### src/rtl/sensor_frame_assembler.sv
// Assembles 8 sensor bytes into four 16-bit channel words, conditions each
// (offset, arithmetic shift, signed saturation) and publishes them atomically.
module sensor_frame_assembler #(
    parameter logic [15:0] OFFSET_T = 16'h0000,
    parameter logic [15:0] OFFSET_L = 16'h0000,
    parameter logic [15:0] OFFSET_V = 16'h0000,
    parameter logic [15:0] OFFSET_P = 16'h0000,
    parameter int          SHIFT    = 0,
    parameter int          TIMEOUT  = 1000
) (
    input  logic        clk_i,
    input  logic        rst_n_i,
    input  logic        frame_start_i,
    input  logic [7:0]  byte_in_i,
    input  logic        byte_valid_i,
    output logic        byte_ready_o,
    output logic [15:0] temp_o,
    output logic [15:0] light_o,
    output logic [15:0] voc_o,
    output logic [15:0] press_o,
    output logic        frame_valid_o,
    output logic        err_o,
    output logic [15:0] frame_count_o
);

    localparam int TW = $clog2(TIMEOUT + 1);

    typedef enum logic [1:0] {S_IDLE, S_COLLECT, S_PROCESS, S_PUBLISH} state_t;

    state_t                 state_q, state_d;
    logic [2:0]             idx_q, idx_d;
    logic [1:0]             ch_q, ch_d;
    logic [TW-1:0]          tmo_q, tmo_d;
    logic [7:0][7:0]        raw_q, raw_d;
    logic [3:0][15:0]       shd_q, shd_d;
    logic [3:0][15:0]       out_q, out_d;
    logic                   fv_q, fv_d;
    logic                   err_q, err_d;
    logic [15:0]            cnt_q, cnt_d;
    logic                   accept;
    logic [15:0]            raw_word;
    logic [15:0]            offset;

    // 17-bit signed difference keeps the full range of raw - offset before saturation.
    function automatic logic [15:0] condition(input logic [15:0] raw, input logic [15:0] off);
        logic signed [16:0] d;
        logic signed [16:0] s;
        d = $signed({1'b0, raw}) - $signed({1'b0, off});
        s = d >>> SHIFT;
        if (!s[16] && s[15])      return 16'h7FFF;
        else if (s[16] && !s[15]) return 16'h8000;
        else                      return s[15:0];
    endfunction

    always_ff @(posedge clk_i) begin
        if (!rst_n_i) begin
            state_q <= S_IDLE;
            idx_q   <= '0;
            ch_q    <= '0;
            tmo_q   <= '0;
            raw_q   <= '0;
            shd_q   <= '0;
            out_q   <= '0;
            fv_q    <= 1'b0;
            err_q   <= 1'b0;
            cnt_q   <= '0;
        end else begin
            state_q <= state_d;
            idx_q   <= idx_d;
            ch_q    <= ch_d;
            tmo_q   <= tmo_d;
            raw_q   <= raw_d;
            shd_q   <= shd_d;
            out_q   <= out_d;
            fv_q    <= fv_d;
            err_q   <= err_d;
            cnt_q   <= cnt_d;
        end
    end

    always_comb begin
        raw_word = {raw_q[{ch_q, 1'b0}], raw_q[{ch_q, 1'b1}]};
        case (ch_q)
            2'd0:    offset = OFFSET_T;
            2'd1:    offset = OFFSET_L;
            2'd2:    offset = OFFSET_V;
            default: offset = OFFSET_P;
        endcase
    end

    always_comb begin
        state_d = state_q;
        idx_d   = idx_q;
        ch_d    = ch_q;
        tmo_d   = tmo_q;
        raw_d   = raw_q;
        shd_d   = shd_q;
        out_d   = out_q;
        fv_d    = 1'b0;
        err_d   = 1'b0;
        cnt_d   = cnt_q;
        accept  = byte_valid_i && byte_ready_o;
        case (state_q)
            S_IDLE: begin
                if (frame_start_i) begin
                    state_d = S_COLLECT;
                    idx_d   = '0;
                    tmo_d   = '0;
                end
            end
            S_COLLECT: begin
                if (frame_start_i) begin
                    // Resync: a coincident byte is the first byte of the new frame.
                    err_d = 1'b1;
                    tmo_d = '0;
                    if (accept) begin
                        raw_d[0] = byte_in_i;
                        idx_d    = 3'd1;
                    end else begin
                        idx_d = '0;
                    end
                end else if (accept) begin
                    raw_d[idx_q] = byte_in_i;
                    idx_d        = idx_q + 3'd1;
                    tmo_d        = '0;
                    if (idx_q == 3'd7) begin
                        state_d = S_PROCESS;
                        ch_d    = '0;
                    end
                end else if (tmo_q == TW'(TIMEOUT - 1)) begin
                    err_d   = 1'b1;
                    state_d = S_IDLE;
                    idx_d   = '0;
                    tmo_d   = '0;
                end else begin
                    tmo_d = tmo_q + TW'(1);
                end
            end
            S_PROCESS: begin
                shd_d[ch_q] = condition(raw_word, offset);
                ch_d        = ch_q + 2'd1;
                if (ch_q == 2'd3) state_d = S_PUBLISH;
            end
            default: begin
                out_d   = shd_q;
                fv_d    = 1'b1;
                cnt_d   = cnt_q + 16'd1;
                state_d = S_IDLE;
            end
        endcase
    end

    always_comb begin
        byte_ready_o  = (state_q == S_IDLE) || (state_q == S_COLLECT);
        temp_o        = out_q[0];
        light_o       = out_q[1];
        voc_o         = out_q[2];
        press_o       = out_q[3];
        frame_valid_o = fv_q;
        err_o         = err_q;
        frame_count_o = cnt_q;
    end

endmodule

### config.mk
export PLATFORM = sky130hd
export DESIGN_NAME = sensor_frame_assembler
export DESIGN_NICKNAME = d
export VERILOG_FILES = /design/src/rtl/sensor_frame_assembler.sv
export SDC_FILE = /design/constraint.sdc
export NUM_CORES = 1
export LEC_CHECK = 0
export CAP_MARGIN = 10
export CORE_MARGIN = 1.5
export CORE_UTILIZATION = 35
export CTS_CLUSTER_SIZE = 40
export DETAILED_ROUTE_END_ITERATION = 6
export DONT_BUFFER_PORTS = 1
export PLACE_DENSITY = 0.59
export SKIP_CTS_REPAIR_TIMING = 1
export SLEW_MARGIN = 15
export SYNTH_ARGS = -nofsm -noshare
export SYNTH_HDL_FRONTEND = slang
export SYNTH_SLANG_ARGS = --single-unit
### constraint.sdc
create_clock -name clk_i -period 4.6 [get_ports clk_i]
set_input_delay 1.15 -clock clk_i [delete_from_list [all_inputs] [get_ports clk_i]]
set_output_delay 1.15 -clock clk_i [all_outputs]
set_load 0.02 [all_outputs]
==> results of run 1 <==
## sequential cells by signal (all words and copies together), names as in the netlist
name / count
temp_o: 15
state_q: 2
idx_q: 3
frame_count_o: 16
tmo_q: 10
light_o: 15
shd_q: 60
err_o: 1
press_o: 15
ch_q: 2
frame_valid_o: 1
raw_q: 64
voc_o: 15
## cell families (layout without fill, tap and decap cells)
family,count (synthesis),after routing
and+or+nand+nor,358,358
DFF,219,219
AOI/OAI and AO/OA,152,152
buffers and inverters,91,60
muxes,83,83
xor gates and xnor gates,13,13
adders and majority gates,8,8
other,1,4
## metrics by stage
stage / total power, mW / hold WS (ps) / setup slack [ps]
final: 3.81 / 452 / 1990
after global routing: 3.95 / 468 / 1860
after CTS: 3.86 / 454 / 2010
after detailed placement: 2.04 / 447 / 1810
after global placement: 2.04 / 441 / 1860
after floorplan: 2.02 / 432 / 2110
## Yosys cell counts, types with 4 or more instances
master,count
a211oi_1,63
a21oi_1,70
and2_1,4
buf_2,12
buf_4,7
clkbuf_1,57
dfxtp_1,219
ha_1,8
inv_1,11
mux2i_1,67
mux4_2,16
nand2_1,139
nand3_1,7
nand4_1,5
nor2_1,160
nor3_1,7
nor4_1,6
o21ai_0,4
or3_1,5
xnor2_1,7
xor2_1,6
## layout make-up
| type | count | share of cell area, % |
|---|---|---|
| sequential | 219 | 46.5 |
| multi-input combinational | 618 | 40.1 |
| clock buffer | 36 | 7.60 |
| tap | 319 | 4.23 |
| inverter | 12 | 0.531 |
| clock inverter | 4 | 0.292 |
| timing repair buffer | 8 | 0.770 |
## worst max-delay path, cell delays in order (launching register included)
cell      delay [ps]
dfxtp_1          830
mux4_2           760
nor2_1           680
a211oi_1         170
## report_power, final
| group | switching, mW | total, mW | leakage, nW | internal [mW] |
|---|---|---|---|---|
| Sequential | 0.00688 | 1.91 | 1.76 | 1.90 |
| Clock | 0.739 | 1.81 | 0.367 | 1.07 |
| Combinational | 0.0682 | 0.0893 | 1.13 | 0.0211 |
| Total | 0.814 | 3.81 | 3.26 | 2.99 |
## path summary, 6_finish.rpt
kind         startpoint  endpoint
max             ch_q[0]  shd_q[4]
min           shd_q[34]  voc_o[2]
max reg2reg     ch_q[0]  shd_q[4]
min reg2reg   shd_q[34]  voc_o[2]
## layer usage
layer / wire length [um] / GRT usage, % / up-vias
met2: 9060 / 24.3 / 124
met4: 375 / 4.37 / 0
met3: 1180 / 3.93 / 29
li1: - / - / 3068
met1: 9900 / 22.0 / 2839
met5: 0 / 0 / -
==> reports/summary.txt, run 1 <==
Synth Area in Compound Gates: 11.4%
DR iter-0 viols: 400
Routed length per instance: 16.9 um
GRT overflow: 0
Post-DP HPWL: 13100 um
Distinct cell type count after synthesis: 51
Slew Limit Headroom: 29.4%
Root Driver: clkbuf_16
DRT Wirelength: 20500 um
Top cell type's share of synthesized area: 51.4%
Total of max-cap violations: 0
Final Hold Vio Count: 0
I/O pin count: 95
Core ar.: 23700 um2
GRT Total Usage: 15.8%
Fillers: 2438
Antenna violations before repair: 0
Status: finished, final reports clean
Synth area leader: dfxtp_1
Register Area: 4380 um2
Pleak: 3.26 nW
Number of global-route vias before repair: 5691
CP Launch Type: flip-flop
P per Cell Area: 404 nW/um2
Final Wtd Congestion: 0.755
Crit Path Class: flip-flop to flip-flop
Clk_lat worst skew: 510 ps
Die width: 159 um
Deepest clock path buffer count: 3
Final nets: 903
Synth Register Bits: 219
Post-synth ARST share: 0%
Post-route ant nets: 0
Crit Path Max Fanout: 15
Reg2reg setup slack: 1990 ps
Die Y: 159 um
Multi-input combinational cell area: 3780 um2
Post-Route Utilization: 39.8%
Cts bufs inserted: 24
Finished Cell Area: 9430 um2
CTS tree: done
Leading cell type in the layout, fill and taps excluded: dfxtp_1
Setup violations, final: 0
Post-synthesis simple-gate area fraction: 18.0%
Minimum clock period: 2610 ps
Main combinational cell family by area after synthesis: simple AND/OR/NAND/NOR gates
Most frequent cells in the layout: dfxtp_1, nor2_1, nand2_1
Post-Synth XOR/XNOR Area: 1.34%
P&R area growth vs syn: 10.6%
CTS sink cnt: 219
Post-Place Cell Area: 8690 um2
Syn_area_per_cell: 9.22 um2
Vias per cell: 4.98
Largest cells by area after synthesis: dfxtp_1, mux2i_1, nor2_1
Worst EP arrival: 2960 ps
Vias: 6060
First-pass GRT wire length: 32400 um
# port buffers: 0
Fin cells: 1216
Part of the cycle the worst path needs: 56.7%
Layout cells sized above 1: 8.25%
Ant. Diodes: 0
Sequential element share of the synthesized area: 51.4%
Top_reg_cell synth: dfxtp_1
Slew Limit Fails: 0
Worst EP required: 4950 ps
Hold WC Path Type: flip-flop to flip-flop
H-tree lvl count: 1
Peak Freq: 384 MHz
Setup TNS: 0 ps
YS warnings: 0
RSZ-0062 raised after global routing: no
Synth Area in Adders: 1.17%
Worst-path clk slew: 60 ps
Site Rows: 56
Mux contribution to synthesized area: 12.1%
Hold path cells: 2
Peak supply drop: 0.195 mV
Post-synth EDFFs: 0
Initial Utilization: 36.0%
DRC: 0
Largest net degree at the start of global routing: 101
Measured slew at the worst slew-check pin: 1060 ps
Post-Syn Area: 8530 um2
Placed Cells: 1176
Cells after Synth: 925
1st-pass router iterations: 5
Worst r2r path cells: 3
Final clock skew: 17.8 ps
Setup crit end kind: flip-flop
Die area: 25300 um2
Note: power is estimated with default switching activity, not from simulation.
==> run 2: changes to the inputs <==
Settings changed: PLACE_DENSITY 0.59 to 0.61.
Clock period 4.6 ns to 2.1 ns, I/O delays scaled along.
==> reports/summary.txt, run 2 (synthesis gave the netlist of run 1 again) <==
Status: finished, final reports clean (unchanged)
Setup TNS: 0 ps (unchanged)
Root Driver: clkbuf_16 (unchanged)
Site Rows: 56 (unchanged)
Max reg flops: 64 (unchanged)
Worst EP arrival: 2220 ps (was 2960 ps)
Minimum clock period: 1840 ps (was 2610 ps)
Number of global-route vias before repair: 5943 (was 5691)
Setup violations, final: 0 (unchanged)
Crit Path Max Fanout: 11 (was 15)
Die width: 159 um (unchanged)
Hold WC Path Type: primary input to flip-flop (was flip-flop to flip-flop)
Final clock skew: 20.6 ps (was 17.8 ps)
Final nets: 951 (was 903)
Post-Route Utilization: 41.9% (was 39.8%)
Vias: 6280 (was 6060)
Setup crit end kind: flip-flop (unchanged)
Initial Utilization: 36.0% (unchanged)
# port buffers: 0 (unchanged)
Crit-path max cell delay: 490 ps (was 830 ps)
Antenna violations before repair: 0 (unchanged)
H-tree lvl count: 1 (unchanged)
Die Y: 159 um (unchanged)
Core ar.: 23700 um2 (unchanged)
P per Cell Area: 871 nW/um2 (was 404 nW/um2)
Post-DP HPWL: 13200 um (was 13100 um)
Peak supply drop: 0.520 mV (was 0.195 mV)
DR iter-0 viols: 378 (was 400)
Post-route ant nets: 0 (unchanged)
Vias per cell: 4.95 (was 4.98)
Cts bufs inserted: 24 (unchanged)
RSZ-0062 raised after global routing: no (unchanged)
CTS sink cnt: 219 (unchanged)
Routed length per instance: 16.0 um (was 16.9 um)
DRC: 0 (unchanged)
Peak Freq: 543 MHz (was 384 MHz)
Crit path max-delay cell type: dfxtp_1 (unchanged)
Worst-path clk slew: 60 ps (about the same)
Ant. Diodes: 0 (unchanged)
Worst EP required: 2480 ps (was 4950 ps)
Measured slew at the worst slew-check pin: 514 ps (was 1060 ps)
Total of max-cap violations: 0 (unchanged)
Largest net degree at the start of global routing: 65 (was 101)
CTS tree: done (unchanged)
Layout cells sized above 1: 13.8% (was 8.25%)
Final Wtd Congestion: 0.780 (was 0.755)
Fillers: 2346 (was 2438)
P&R area growth vs syn: 16.5% (was 10.6%)
First-pass GRT wire length: 33000 um (was 32400 um)
Slew Limit Fails: 0 (unchanged)
Most frequent cells in the layout: dfxtp_1, nor2_1, nand2_1 (unchanged)
Clk_lat worst skew: 530 ps (was 510 ps)
Deepest clock path buffer count: 3 (unchanged)
I/O pin count: 95 (unchanged)
Die area: 25300 um2 (unchanged)
Slew Limit Headroom: 65.6% (was 29.4%)
Pleak: 3.56 nW (was 3.26 nW)
1st-pass router iterations: 4 (was 5)
Crit path top cell by count: and4bb_2
Register bank with the most flops: raw_q (unchanged)
Part of the cycle the worst path needs: 87.6% (was 56.7%)
Leading cell type in the layout, fill and taps excluded: dfxtp_1 (unchanged)
Final Hold Vio Count: 0 (unchanged)
Crit path cell chain: and4bb_2 > and4bb_2 > mux2i_1 > nor2_1 (was mux4_2 > nor2_1 > a211oi_1)
GRT Total Usage: 15.9% (was 15.8%)
DRT Wirelength: 20300 um (was 20500 um)
GRT overflow: 0 (unchanged)
CP Launch Type: flip-flop (unchanged)
Crit Path Class: flip-flop to flip-flop (unchanged)
==> run 2: changes by cell type in the layout (fill, tap and decap cells not counted), sizes merged <==
cell      previous run  this run
buf                  8        56
clkbuf              36        30
clkinv               4        11
bufinv               0         2
clkinvlp             0         1
==> run 2: final timing paths <==
| kind | start | endpoint | slack [ps] | depth (start not counted) |
|---|---|---|---|---|
| worst min-delay path | rst_n_i | state_q[0] | 140 | 1 |
| worst min register to register | shd_q[58] | press_o[10] | 450 | 2 |
| worst max-delay path | state_q[0] | raw_q[38] | 260 | 4 |
| worst max register to register | state_q[0] | raw_q[38] | 260 | 4 |
==> run 2: area by class of cell <==
type	count	area [um2]	area share, %
Timing Repair Buffer	56	508	5.11
Inverter	12	50.0	0.504
Multi-Input combinational cell	618	3780	38.1
Clock inverter	14	138	1.39
Clock buffer	30	673	6.78
Tap cell	319	399	4.02
Sequential cell	219	4380	44.1
==> run 2: per-stage QoR <==
stage                     instance area (um2)  hold WS (ps)  power (mW)  setup WS [ps]  instances
after floorplan                          8540           432        4.43            231        928
final                                    9930           137        8.65            260       1268
after CTS                                9930           121        8.75            249       1268
after detailed placement                 9120           445        4.52            247       1224
after global routing                     9930           126        8.96            132       1268
after global placement                   9120           440        4.52            234       1224
==> run 2: power by group <==
part / leakage, nW / switching (mW) / internal (mW)
sequential: 1.76 / 0.0129 / 4.17
combinational: 1.38 / 0.158 / 0.0859
clock: 0.408 / 1.70 / 2.52
total: 3.56 / 1.87 / 6.78
==> run 2: critical path: cells and delay by family, from the launching register on <==
family,cells,cell delay (ps)
DFF,1,490
and+or+nand+nor,3,960
muxes,1,250
==> run 2: per-layer routing <==
layer,routed length (um),vias up,GRT usage [%]
met2,9260,127,25.3
met1,9430,2950,21.5
met3,1220,28,3.88
li1,-,3175,-
met5,0,-,0
met4,353,0,4.25
